File: src/rtl/mips_mem_arbiter.sv
// Round-robin arbiter that shares one waitrequest-style memory slave between
// the CPU fetch port and data port, with a sticky stall watchdog.
module mips_mem_arbiter #(
  parameter int TIMEOUT = 1023
) (
  input  logic        clk,
  input  logic        reset,
  input  logic [31:0] i_address,
  input  logic        i_read,
  output logic        i_waitrequest,
  output logic [31:0] i_readdata,
  input  logic [31:0] d_address,
  input  logic        d_read,
  input  logic        d_write,
  input  logic [3:0]  d_byteenable,
  input  logic [31:0] d_writedata,
  output logic        d_waitrequest,
  output logic [31:0] d_readdata,
  output logic [31:0] m_address,
  output logic        m_read,
  output logic        m_write,
  output logic [3:0]  m_byteenable,
  output logic [31:0] m_writedata,
  input  logic        m_waitrequest,
  input  logic [31:0] m_readdata,
  output logic        timeout_err
);

  localparam int CW = $clog2(TIMEOUT + 1);

  typedef enum logic [1:0] {
    IDLE  = 2'd0,
    GNT_I = 2'd1,
    GNT_D = 2'd2
  } state_t;

  localparam logic SIDE_I = 1'b0;
  localparam logic SIDE_D = 1'b1;

  state_t          state, state_nxt;
  logic            last_gnt, last_gnt_nxt;
  logic [CW-1:0]   stall_cnt;
  logic            i_req, d_req;
  logic            stalling;

  // Handshake: a master holds its strobe (and address/data) until it sees its
  // waitrequest low on a cycle where the strobe is high; that cycle completes it.
  assign i_req = i_read;
  assign d_req = d_read | d_write;

  always_ff @(posedge clk or posedge reset) begin
    if (reset) begin
      state    <= IDLE;
      last_gnt <= SIDE_D;
    end else begin
      state    <= state_nxt;
      last_gnt <= last_gnt_nxt;
    end
  end

  always_comb begin
    state_nxt    = state;
    last_gnt_nxt = last_gnt;
    case (state)
      IDLE: begin
        if (i_req && d_req) state_nxt = (last_gnt == SIDE_D) ? GNT_I : GNT_D;
        else if (i_req)     state_nxt = GNT_I;
        else if (d_req)     state_nxt = GNT_D;
        else                state_nxt = IDLE;
      end
      GNT_I: begin
        // A dropped strobe abandons the grant without taking a round-robin turn.
        if (!i_req) begin
          state_nxt = IDLE;
        end else if (!m_waitrequest) begin
          state_nxt    = IDLE;
          last_gnt_nxt = SIDE_I;
        end
      end
      GNT_D: begin
        if (!d_req) begin
          state_nxt = IDLE;
        end else if (!m_waitrequest) begin
          state_nxt    = IDLE;
          last_gnt_nxt = SIDE_D;
        end
      end
      default: state_nxt = IDLE;
    endcase
  end

  always_comb begin
    m_address     = '0;
    m_read        = 1'b0;
    m_write       = 1'b0;
    m_byteenable  = '0;
    m_writedata   = '0;
    i_waitrequest = 1'b1;
    d_waitrequest = 1'b1;
    case (state)
      GNT_I: begin
        m_address     = i_address;
        m_read        = i_read;
        m_byteenable  = 4'hF;
        i_waitrequest = m_waitrequest;
      end
      GNT_D: begin
        m_address     = d_address;
        m_read        = d_read & ~d_write;
        m_write       = d_write;
        m_byteenable  = d_byteenable;
        m_writedata   = d_writedata;
        d_waitrequest = m_waitrequest;
      end
      default: ;
    endcase
  end

  assign i_readdata = m_readdata;
  assign d_readdata = m_readdata;

  // The flag is raised on the edge that brings the counter to TIMEOUT; the
  // grant itself keeps waiting on the slave.
  assign stalling = (state != IDLE) && m_waitrequest;

  always_ff @(posedge clk or posedge reset) begin
    if (reset) begin
      stall_cnt   <= '0;
      timeout_err <= 1'b0;
    end else begin
      if (!stalling)
        stall_cnt <= '0;
      else if (stall_cnt != CW'(TIMEOUT))
        stall_cnt <= stall_cnt + CW'(1);
      if (stalling && (stall_cnt >= CW'(TIMEOUT - 1)))
        timeout_err <= 1'b1;
    end
  end

endmodule

File: config.mk
export PLATFORM = sky130hd
export DESIGN_NAME = mips_mem_arbiter
export DESIGN_NICKNAME = d
export VERILOG_FILES = /design/src/rtl/mips_mem_arbiter.sv
export SDC_FILE = /design/constraint.sdc
export NUM_CORES = 1
export LEC_CHECK = 0
export CAP_MARGIN = 10
export CORE_ASPECT_RATIO = 0.6
export CORE_MARGIN = 2
export CORE_UTILIZATION = 24
export DETAILED_ROUTE_END_ITERATION = 7
export GPL_ROUTABILITY_DRIVEN = 0
export MAX_ROUTING_LAYER = met4
export PLACE_DENSITY = 0.79
export SLEW_MARGIN = 0
export SYNTH_ARGS = -nofsm -noshare
export SYNTH_HDL_FRONTEND = slang
export SYNTH_SLANG_ARGS = --single-unit
File: constraint.sdc
create_clock -name clk -period 1.83 [get_ports clk]
set_clock_uncertainty 0.15 [all_clocks]
set_input_delay 0.366 -clock clk [delete_from_list [all_inputs] [get_ports clk]]
set_output_delay 0.366 -clock clk [all_outputs]
set_load 0.02 [all_outputs]
==> results of run 1 <==
-- repair_timing --
item	in CTS	in global routing
setup endpoints to repair	73	73
buffers inserted	3	3
pin swaps	23	9
resized for setup	422	13
gates cloned	4	3
-- registers in the layout, indices dropped and copies added, names as in the netlist --
signal	cells
state	2
last_gnt	1
timeout_err	1
stall_cnt	10
-- final cells by class --
type	instances	area, µm²	share of cell area [%]
Tap cell	112	140.1	3.147
Sequential cell	14	351.6	7.895
Timing Repair Buffer	212	2127	47.77
Clock buffer	4	88.84	1.995
Multi-Input combinational cell	179	1730	38.86
Inverter	4	15.01	0.3372
-- critical path, cell delays in order, from the launching register on --
cell,delay [ns]
dfrtp_1,0.40
inv_2,0.13
ha_4,0.27
buf_6,0.14
nand2_1,0.04
o21ai_1,0.11
and2_4,0.17
buf_6,0.11
-- final timing paths --
check                             from     endpoint  slack (ns)  cells past startpoint
setup reg to reg              state[1]     last_gnt       -0.02                      7
hold reg to reg            timeout_err  timeout_err        0.32                      1
min in group clk           timeout_err  timeout_err        0.32                      1
max in group asynchronous        reset     last_gnt        0.84                      2
setup / recovery              state[1]       m_read       -0.30                      7
hold / removal                   reset  timeout_err        0.32                      2
-- metrics by stage --
| step | cell area, µm² | power, mW | setup TNS (ns) |
|---|---|---|---|
| after floorplan | 2454 | 3.091 | -0.2291 |
| after global routing | 4453 | 6.276 | -17.38 |
| final | 4453 | 5.964 | -14.00 |
| after global placement | 3961 | 4.486 | -30.99 |
| after detailed placement | 3961 | 4.560 | -34.53 |
| after CTS | 4327 | 5.748 | -12.86 |
-- layout by cell type, fill, tap and decap left out, types with 4 or more instances in the layout --
| cell | synthesis | final |
|---|---|---|
| clkdlybuf4s50_1 | 0 | 106 |
| buf_6 | 2 | 40 |
| and2_1 | 36 | 35 |
| a22oi_2 | 0 | 32 |
| nor2b_4 | 0 | 29 |
| buf_2 | 5 | 28 |
| buf_4 | 64 | 26 |
| dfrtp_1 | 13 | 13 |
| a21oi_1 | 12 | 8 |
| nand2_1 | 8 | 8 |
| nor2b_2 | 0 | 6 |
| clkbuf_16 | 0 | 6 |
| a21oi_4 | 0 | 4 |
| o211ai_1 | 4 | 4 |
| ha_4 | 0 | 4 |
| ha_1 | 8 | 4 |
| buf_16 | 0 | 4 |
| buf_12 | 0 | 4 |
-- logic make-up after synthesis --
logic type | after synthesis | share of synthesized area, %
compound gates | 65 | 20.90
flops | 14 | 16.13
buf+inv | 88 | 27.73
fa+ha+maj | 8 | 4.593
simple gates | 102 | 28.76
mux | 4 | 1.894
-- layer usage --
layer,vias to the layer above,routed length [µm]
met2,165,4589
met3,10,713
met1,1182,3815
met5,-,0
met4,0,93
li1,1168,-
-- power breakdown --
group | internal [mW] | switching, mW | leakage (nW)
clock | 0.332 | 0.130 | 0.0442
sequential | 0.358 | 0.0314 | 0.189
combinational | 2.74 | 2.37 | 1.61
total | 3.43 | 2.53 | 1.84
==> results by group, run 1 <==
Cells and area
  • Area growth from synthesis to layout: 104.3%
  • Count of non-filler cells in the finished layout: 525
  • Ant diodes: 0
  • Layout cells sized above 1: 46.97%
  • Core Util, Final: 51.46%
  • Filler instances: 770
  • Layout Nets: 560

Route
  • Mean routed wirelength per cell: 17.55 µm
  • Post-route DRC: 0
  • Antenna-violating nets left: 0
  • Vias per inst: 4.810
  • Via count: 2525
  • DRT iter0 DRCs: 142
  • DRT Pass-1 Iters: 4
  • WL final: 9.212 mm

Clock network
  • Later-pin clock latency in the skew report: 0.24 ns
  • H-tree levels: 1
  • Clock net sink count: 14
  • Clock root buffer master: clkbuf_16
  • Clock slew at reported path FFs: 0.05 ns
  • Post-CTS Hold Fix Bufs: 0
  • TritonCTS clock tree: done
  • Inserted Clock Buffers: 3
  • CTS max path bufs: 2

Timing
  • Max Clk Rate: 469.4 MHz
  • Slew Limit Fails: 0
  • Worst Hold Slack: 0.3205 ns
  • Fin. Hold Viols: 0
  • Max_slew headroom: 62.94%
  • Least-Margin Pin Slew: 0.5552 ns
  • Min cycle time layout: 2.130 ns
  • RSZ-0062 raised after global routing: true
  • Setup ws final: -0.3005 ns
  • Final setup viols: 73
  • Fin crit share: 116.4%

Synth
  • Post-synth EDFFs: 0
  • Netlist Area Pre-Place: 2180 µm²
  • Syn nets: 427
  • Cell with the most instances after synthesis: buf_4
  • Share of synthesized registers carrying an async set or reset: 100.0%
  • Synth Flop Type: dfrtp_1
  • Register bit total from synthesis: 14
  • Sequential cell area fraction in the yosys report: 16.13%
  • Top-area cell type share of the netlist area: 22.04%
  • Area leader, netlist: buf_4
  • Top cells by count, synth: buf_4, nor2b_1, and2_1
  • Synth cell types: 39
  • Mapped Avg Cell Area: 7.757 µm²
  • Syn. warnings: 0
  • Post-Syn Instances: 281
  • Area contributors post-synth: buf_4, dfrtp_1, a22oi_1

Floorplan
  • Initial core utilization: 25.19%
  • IO Pins: 275
  • Die X: 127.0 µm
  • Die area: 9885 µm²
  • Die Y-Extent: 77.82 µm
  • Core Area: 8653 µm²
  • Row count: 26

Power
  • Pleak: 1.840 nW
  • Peak VDD IR: 564.3 µV
  • Power per cell area: 1339 nW/µm²

GRT
  • Gr usage total: 17.56%
  • Vias in the first global route: 2599
  • First-pass GRT wire length: 13.49 mm
  • GR peak layer: met2
  • Grt ovf: 0
  • Met3 Track Usage GR: 3.862%
  • Antenna violations before repair: 0
  • GRT met2 Usage: 30.54%
  • Largest net degree at the start of global routing: 31
  • Met1 Use GR: 21.03%

Critical path
  • Data arrival, critical path: 1.61 ns
  • Crit-path max FO: 6
  • Crit path launch type: flip-flop
  • Crit end category: primary output
  • WS Path Type: flip-flop to primary output
  • Required @ worst endpoint: 1.31 ns

Worst hold path
  • Hold Crit Class: input port to asynchronous set/reset pin

Outcome
  • Failing checks: negative setup slack
  • Status: finished with violations

Place
  • # placed instances: 509
  • HPWL Detailed: 6.460 mm
  • Port bufs: 178
  • Dpl ws: -0.5641 ns

Job
  • Max Cap Viol: 0
(Power assumes the default switching activity.)
==> inputs of run 2 (changes only) <==
--- a/config.mk
+++ b/config.mk
@@ -7,7 +7,7 @@
 export LEC_CHECK = 0
 export CAP_MARGIN = 10
 export CORE_ASPECT_RATIO = 0.6
-export CORE_MARGIN = 2
+export CORE_MARGIN = 4
 export CORE_UTILIZATION = 24
 export DETAILED_ROUTE_END_ITERATION = 7
 export GPL_ROUTABILITY_DRIVEN = 0
==> run 2 against run 1 <==
Effect of this change: the run still ends with negative setup slack left; critical path type unchanged; utilization grew 2.5 points; sequential cell count stayed put; final cell count grew 1.5%; critical endpoint is now m_address[9]; critical path depth unchanged; via count is essentially flat; largest power group unchanged.
==> results by group, run 2 (synthesized netlist as in run 1, its figures left out) <==
Outcome
  • Status: finished with violations
  • Failing checks: negative setup slack

Timing
  • Max Clk Rate: 472.0 MHz
  • Setup ws final: -0.2886 ns
  • Fin. Hold Viols: 0
  • Slew Limit Fails: 0
  • Least-Margin Pin Slew: 0.5373 ns
  • RSZ-0062 raised after global routing: true
  • Setup TNS: -16.39 ns
  • Max_slew headroom: 64.14%
  • Fin crit share: 115.8%
  • Min cycle time layout: 2.119 ns
  • Final setup viols: 73
  • Worst Hold Slack: 0.3072 ns

Place
  • Post-DP Area: 3964 µm²
  • # placed instances: 508
  • HPWL Detailed: 6.489 mm
  • Port bufs: 178

GRT
  • Largest net degree at the start of global routing: 35
  • Antenna violations before repair: 0
  • Vias in the first global route: 2609
  • Grt ovf: 0
  • Gr usage total: 16.12%
  • First-pass GRT wire length: 13.25 mm

Clock network
  • Clock net sink count: 14
  • Post-CTS Hold Fix Bufs: 0
  • H-tree levels: 1
  • Clock slew at reported path FFs: 0.05 ns
  • Clock root buffer master: clkbuf_16
  • CTS max path bufs: 2
  • Inserted Clock Buffers: 3
  • TritonCTS clock tree: done
  • Later-pin clock latency in the skew report: 0.25 ns

Cells and area
  • Layout Nets: 568
  • Area growth from synthesis to layout: 115.1%
  • Layout cells sized above 1: 50.36%
  • Top reg by flops: stall_cnt
  • Commonest non-fill, non-tap cell in the layout: clkdlybuf4s50_1
  • Largest regs: stall_cnt (10), state (2)
  • Ant diodes: 0
  • Fin area: 4688 µm²
  • Core Util, Final: 53.98%
  • Count of non-filler cells in the finished layout: 533
  • Commonest non-fill, non-tap cells in the layout: clkdlybuf4s50_1, buf_6, a22oi_2
  • Max FFs per register: 10

Route
  • Vias per inst: 4.741
  • Post-route DRC: 0
  • Via count: 2527
  • Mean routed wirelength per cell: 17.94 µm
  • DRT iter0 DRCs: 110
  • WL final: 9.564 mm
  • DRT Pass-1 Iters: 4
  • Antenna-violating nets left: 0

Floorplan
  • Initial core utilization: 25.09%
  • Core Area: 8686 µm²
  • Die X: 131.0 µm
  • Die area: 10720 µm²
  • Die Y-Extent: 81.82 µm
  • Row count: 26
  • IO Pins: 275

Critical path
  • Crit-path max FO: 4
  • Data arrival, critical path: 1.60 ns
  • Crit end category: primary output
  • Required @ worst endpoint: 1.31 ns
  • Crit path launch type: flip-flop
  • WS Path Type: flip-flop to primary output

Job
  • Max Cap Viol: 0

Power
  • Power per cell area: 1388 nW/µm²
  • Pleak: 1.939 nW
  • Peak VDD IR: 664.0 µV

Worst hold path
  • Hold Crit Class: input port to asynchronous set/reset pin
run 2: changes by cell type in the layout (fill, tap and decap cells not counted), moves of 2 or more:
cell	previous run	this run
buf_6	40	54
and2_4	1	12
buf_4	26	21
and2_1	35	24
buf_2	28	22
buf_16	4	6
buf_12	4	7
run 2: area by class of cell:
cell class / instances / area (µm²)
Clock buffer: 4 / 88.84
Timing Repair Buffer: 220 / 2342
Tap cell: 112 / 140.1
Fill cell: 736 / 3998
Multi-Input combinational cell: 179 / 1747
Sequential cell: 14 / 352.8
Inverter: 4 / 17.52
run 2: through the flow:
step | worst slack, ns | power [mW]
6_report | -0.2886 | 6.509
5_1_grt | -0.3340 | 6.858
4_1_cts | -0.3094 | 6.269
3_5_place_dp | -0.5385 | 4.566
3_3_place_gp | -0.5440 | 4.487
2_1_floorplan | -0.01643 | 3.091
run 2: final timing paths:
path | startpoint | to | slack (ns) | cells after the start
worst max-delay path | state[0] | m_address[9] | -0.29 | 7
worst min-delay path | reset | timeout_err | 0.31 | 2
worst max register to register | state[0] | last_gnt | -0.12 | 8
worst min register to register | timeout_err | timeout_err | 0.33 | 1
max in group asynchronous | reset | state[1] | 0.83 | 2
min in group clk | timeout_err | timeout_err | 0.33 | 1
run 2: worst max-delay path: stages, from the launching register on:
cell       delay (ns)
dfrtp_1          0.39
buf_6            0.13
ha_4             0.17
buf_12           0.15
clkbuf_16        0.16
a22oi_2          0.17
nor2b_4          0.06
buf_6            0.13
run 2: per-layer routing:
layer,GRT usage [%],wire length [µm],vias up
li1,-,-,1186
met1,19.85,4145,1211
met2,27.88,4697,124
met3,3.704,687,6
met4,1.951,34,0
met5,-,0,-
run 2: where the power goes:
| part | total [mW] | internal [mW] | switching, mW |
|---|---|---|---|
| combinational | 5.64 | 3.13 | 2.51 |
| sequential | 0.406 | 0.360 | 0.0461 |
| clock | 0.464 | 0.332 | 0.132 |
run 2: what timing repair did:
action / in CTS / in global routing
pin swaps: 34 / 21
resized for setup: 428 / 33
setup buffers: 9 / 3
endpoints found under the setup margin: 73 / 73
gates cloned: 8 / 4
